$ cat src/rtl/rom_readback.sv
// rom_readback: streams the downloaded ROM/PROM image, address 0 through
// END_ADDR, out of the memory download-side read port onto a valid/ready
// upload stream. It keeps a running 16-bit checksum of the accepted bytes
// so firmware can verify the load.
module rom_readback #(
    parameter logic [15:0] END_ADDR  = 16'hD23F,
    parameter logic [15:0] NIB_START = 16'hD000,
    parameter logic [15:0] NIB_END   = 16'hD1FF,
    parameter int unsigned RD_LAT    = 1
) (
    input  logic        CLK,
    input  logic        RESET_N,
    input  logic        START,
    input  logic        ABORT,
    output logic [15:0] MEM_ADDR,
    output logic        MEM_RD,
    input  logic [7:0]  MEM_DATA,
    output logic [7:0]  OUT_DATA,
    output logic        OUT_VALID,
    input  logic        OUT_READY,
    output logic        OUT_LAST,
    output logic        BUSY,
    output logic        DONE,
    output logic [15:0] CHECKSUM
);

    typedef enum logic [2:0] {
        S_IDLE,
        S_ISSUE,
        S_WAIT,
        S_PRESENT,
        S_FIN
    } state_t;

    localparam logic [1:0] LAT_LOAD = 2'(RD_LAT);

    state_t     state;
    state_t     state_nxt;
    logic [1:0] lat_cnt;
    logic       handshake;
    logic       capture;
    logic       in_nib;

    // A byte is accepted only when ABORT does not land in the same cycle.
    assign handshake = (state == S_PRESENT) && OUT_READY && !ABORT;

    // The counter is loaded with RD_LAT when WAIT is entered. The byte is
    // captured on the edge that takes it to zero, so WAIT lasts exactly
    // RD_LAT cycles and a byte takes RD_LAT+2 cycles end to end.
    assign capture   = (state == S_WAIT) && (lat_cnt == 2'd1) && !ABORT;

    // The 4-bit LUT PROMs leave their upper data bits undriven.
    assign in_nib    = (MEM_ADDR >= NIB_START) && (MEM_ADDR <= NIB_END);

    // State register.
    always_ff @(posedge CLK or negedge RESET_N) begin
        // NOTE: sequential state is only ever updated with non-blocking
        // assignments, so every flop samples pre-edge values regardless of
        // the order in which the simulator evaluates the blocks.
        if (!RESET_N) begin
            state <= S_IDLE;
        end else begin
            state <= state_nxt;
        end
    end

    // Next-state logic and state-decoded strobes.
    always_comb begin
        // NOTE: every output of this block gets a default first; a path that
        // left one unassigned would infer a latch.
        state_nxt = state;
        MEM_RD    = 1'b0;
        OUT_VALID = 1'b0;
        BUSY      = 1'b0;
        DONE      = 1'b0;
        unique case (state)
            S_IDLE: begin
                if (START) begin
                    state_nxt = S_ISSUE;
                end
            end
            S_ISSUE: begin
                MEM_RD    = 1'b1;
                BUSY      = 1'b1;
                state_nxt = S_WAIT;
            end
            S_WAIT: begin
                BUSY = 1'b1;
                if (lat_cnt == 2'd1) begin
                    state_nxt = S_PRESENT;
                end
            end
            S_PRESENT: begin
                OUT_VALID = 1'b1;
                BUSY      = 1'b1;
                if (OUT_READY) begin
                    state_nxt = OUT_LAST ? S_FIN : S_ISSUE;
                end
            end
            S_FIN: begin
                DONE      = 1'b1;
                state_nxt = S_IDLE;
            end
            default: state_nxt = S_IDLE;
        endcase
        // ABORT overrides everything outside IDLE; in IDLE, START wins.
        if (ABORT && (state != S_IDLE)) begin
            state_nxt = S_IDLE;
        end
    end

    // Datapath: address, latency counter, output byte and checksum.
    always_ff @(posedge CLK or negedge RESET_N) begin
        if (!RESET_N) begin
            MEM_ADDR <= 16'h0000;
            lat_cnt  <= 2'd0;
            OUT_DATA <= 8'h00;
            OUT_LAST <= 1'b0;
            CHECKSUM <= 16'h0000;
        end else begin
            if ((state == S_IDLE) && START) begin
                MEM_ADDR <= 16'h0000;
                CHECKSUM <= 16'h0000;
            end

            if (state == S_ISSUE) begin
                lat_cnt <= LAT_LOAD;
            end else if (state == S_WAIT) begin
                lat_cnt <= lat_cnt - 2'd1;
            end

            if (capture) begin
                OUT_DATA <= in_nib ? {4'h0, MEM_DATA[3:0]} : MEM_DATA;
                OUT_LAST <= (MEM_ADDR == END_ADDR);
            end

            // The address stops at END_ADDR; it never wraps past it.
            if (handshake) begin
                CHECKSUM <= CHECKSUM + {8'h00, OUT_DATA};
                if (!OUT_LAST) begin
                    MEM_ADDR <= MEM_ADDR + 16'd1;
                end
            end
        end
    end

endmodule

$ cat config.mk
export PLATFORM = sky130hd
export DESIGN_NAME = rom_readback
export DESIGN_NICKNAME = d
export VERILOG_FILES = /design/src/rtl/rom_readback.sv
export SDC_FILE = /design/constraint.sdc
export NUM_CORES = 1
export LEC_CHECK = 0
export ABC_AREA = 0
export BUFFER_PORTS_ARGS = -buffer_cell sky130_fd_sc_hd__buf_2
export CORE_ASPECT_RATIO = 0.75
export CORE_MARGIN = 8
export CORE_UTILIZATION = 58
export CTS_BUF_LIST = sky130_fd_sc_hd__clkbuf_16
export DETAILED_ROUTE_END_ITERATION = 10
export PLACE_DENSITY = 0.89
export RECOVER_POWER = 100
export SLEW_MARGIN = 25
export SYNTH_ARGS = -nofsm -noshare
export SYNTH_HDL_FRONTEND = slang
export SYNTH_SLANG_ARGS = --single-unit
$ cat constraint.sdc
create_clock -name CLK -period 3.5 [get_ports CLK]
set_input_delay 0.7 -clock CLK [delete_from_list [all_inputs] [get_ports CLK]]
set_output_delay 0.7 -clock CLK [all_outputs]
set_load 0.1 [all_outputs]
==> summary.txt <==
Synthesis
  – Synthesized area: 0.002527 mm²
  – Register area share after synthesis: 45.54%
  – Yosys top cell by area: dfrtp_1
  – Most frequent cell after synthesis: dfrtp_1
  – Synth top area cells: dfrtp_1, ha_1, nand3_1
  – #FFs+latches synth: 46
  – Commonest cells post-synth: dfrtp_1, nand3_1, nor2_1
  – Yosys cell types: 45
  – Cells after Synth: 255
  – Synth Flop Type: dfrtp_1
  – Post-synth ARST share: 100.0%
  – Post-synth EDFFs: 0
  – Avg Synthesized Cell Area: 9.911 µm²
  – Synth warnings: 0
  – Top cell type's share of synthesized area: 45.54%
  – Syn_nets: 280

Detailed routing
  – Vias per inst: 5.940
  – DRC: 0
  – Antenna viol nets, final: 0
  – Pre-Repair DR Iteration Count: 4
  – DR iter-0 viols: 131
  – Via count: 2168
  – Total Wirelength: 6006 µm
  – Drt wl/cell: 16.45 µm

Critical path
  – Crit path kind: reg2out
  – Worst Path Required: 2800 ps
  – Slowest cell delay on critical path: 880 ps
  – WP data arrival: 2050 ps
  – CP cell instances: nor2_1, nor2_1, clkbuf_1
  – CP Capture Type: output port
  – Crit path max fanout: 15
  – Slowest CP cell: clkbuf_1
  – CP dominant cell by count: nor2_1
  – Critical path startpoint category: flip-flop

Layout
  – Finished Layout Cells: 365
  – Filler cell count: 350
  – Layout cell share with drive strength beyond 1: 8.387%
  – Final Net Count: 335
  – Synth-to-layout area growth: 14.85%
  – Ant. Diodes: 0

CTS
  – CTS root buffer: clkbuf_16
  – Clock-pin transition on the worst setup and hold timing paths: 60 ps
  – Clock sinks: 46
  – CTS H-Tree Depth: 2
  – CTS Hold Bufs: 0
  – Worst-skew pair later-pin latency: 290 ps
  – Total CTS buffers: 5
  – Post-CTS setup buffers: 0
  – CTS resizes: 0
  – CTS tree: yes
  – Worst-case clock buffer depth: 2

Power and ir drop
  – Max IR drop VDD: 460.7 µV
  – Cell Pwr Density: 781.3 mW/mm²
  – LEAKAGE: 1.327 nW

Timing
  – Max Freq: 0.3634 GHz
  – Max-slew violations: 0
  – Hold violation count in the final report: 0
  – Final min period: 2752 ps
  – Fin crit share: 78.63%
  – Slew @ Worst Pin: 1215 ps
  – Relative slew slack: 19.33%
  – Setup TNS: 0 ps
  – Unrepaired setup endpoints after global routing: false
  – Final setup violation count: 0
  – Worst Skew: 5.659 ps

Min path
  – HP Class: in2async

Floorplanning
  – Die Span X: 92.23 µm
  – Std cell rows: 20
  – Die Footprint: 0.006748 mm²
  – Die Ht: 73.17 µm
  – Initial Utilization: 61.21%
  – Core Box Area: 0.004129 mm²
  – Io pins: 58

Placement
  – Gpl congestion: 0.8768
  – HPWL Detailed: 4327 µm
  – Port Buffer Count: 57
  – Placed Cells: 358

GRT
  – Total track usage: 18.41%
  – Largest net degree at the start of global routing: 47
  – Vias in the first global route: 2157
  – Grt total ovfl: 0
  – First-pass GRT wire length: 10110 µm
  – Initial antenna violation count: 0

Run status
  – Status: finished, final reports clean

Job
  – Max-cap viol count: 0
==> power breakdown <==
part           internal (mW)  total [mW]  switching (mW)
registers              0.616       0.717           0.101
logic                  0.219        1.10           0.879
clock network          0.258       0.452           0.194
total                   1.09        2.27            1.17
==> area by class of cell <==
cell class	count	area (µm²)	area share (%)
Inverter	12	45.04	1.552
Multi-Input combinational cell	187	1267	43.66
Sequential cell	46	1151	39.66
Clock buffer	5	125.1	4.310
Tap cell	55	68.82	2.371
Clock inverter	2	10.01	0.3448
Timing Repair Buffer	58	235.2	8.103
==> registers in the layout, indices dropped and copies added (netlist names) <==
signal and count:
state 3, OUT_DATA 8, OUT_LAST 1, MEM_ADDR 16, CHECKSUM 16, lat_cnt 2
==> critical path: cells and delay by family, from the launching register on <==
kind	cells	cell delay, ps
simple gates	2	240
flops	1	640
buf+inv	1	880
==> layout by cell type, fill, tap and decap left out, types with 3 or more instances in the layout <==
cell type | Yosys | layout
clkbuf_1 | 7 | 46
mux2i_1 | 9 | 9
a21oi_1 | 8 | 8
nor4_1 | 3 | 3
a211oi_1 | 5 | 5
xor2_1 | 7 | 7
a22o_1 | 4 | 4
ha_1 | 11 | 11
inv_1 | 12 | 12
nand4_1 | 4 | 4
a21o_1 | 6 | 6
buf_2 | 1 | 11
nand2_1 | 20 | 20
clkbuf_16 | 0 | 5
xnor2_1 | 3 | 3
and3_1 | 3 | 3
mux2_2 | 4 | 4
nor2_1 | 21 | 21
o31ai_1 | 8 | 8
dfrtp_1 | 46 | 46
o211ai_1 | 5 | 5
o21a_1 | 3 | 3
o21ai_0 | 10 | 10
and2b_1 | 3 | 3
nand3_1 | 22 | 22
nor3_1 | 3 | 4
==> through the flow <==
| stage | utilization (%) | hold slack, ps | area (µm²) | power [mW] | worst slack [ps] |
|---|---|---|---|---|---|
| 4_1_cts | 72.09 | 495.1 | 2977 | 2.304 | 1120 |
| 5_1_grt | 70.30 | 468.2 | 2903 | 2.377 | 663.7 |
| 3_5_place_dp | 68.82 | 487.1 | 2841 | 1.852 | 1052 |
| 6_report | 70.30 | 406.4 | 2903 | 2.268 | 748.0 |
| 3_3_place_gp | 68.82 | 462.2 | 2841 | 1.823 | 1127 |
| 2_1_floorplan | - | 404.4 | 2527 | 1.656 | 712.2 |
==> cell families (layout without fill, tap and decap cells) <==
logic type	Yosys count	after routing	share of synthesized area, %
AO/OA/AOI/OAI	59	59	16.24
buffers and inverters	22	77	3.663
adder cells (fa/ha/maj)	12	12	6.238
XOR/XNOR	10	10	3.466
flip-flops	46	46	45.54
AND/OR/NAND/NOR	93	93	19.50
multiplexers	13	13	5.347
==> path summary, 6_finish.rpt <==
path,from,endpoint,slack [ps],cells past startpoint
setup / recovery,state[1],BUSY,750,3
hold / removal,RESET_N,lat_cnt[0],410,1
setup reg to reg,state[1],MEM_ADDR[15],1000,5
hold reg to reg,CHECKSUM[15],CHECKSUM[15],500,1
max in group asynchronous,RESET_N,state[1],2700,1
min in group CLK,CHECKSUM[15],CHECKSUM[15],500,1
==> per-layer routing <==
| layer | track usage [%] | share of wire, % | up-vias |
|---|---|---|---|
| li1 | - | - | 1037 |
| met1 | 22.54 | 44 | 1043 |
| met2 | 30.46 | 47 | 78 |
| met3 | 5.139 | 7.5 | 10 |
| met4 | 6.406 | 1.3 | 0 |
| met5 | 0 | 0 | - |
No activity file was read; power rests on OpenSTA's default activity.
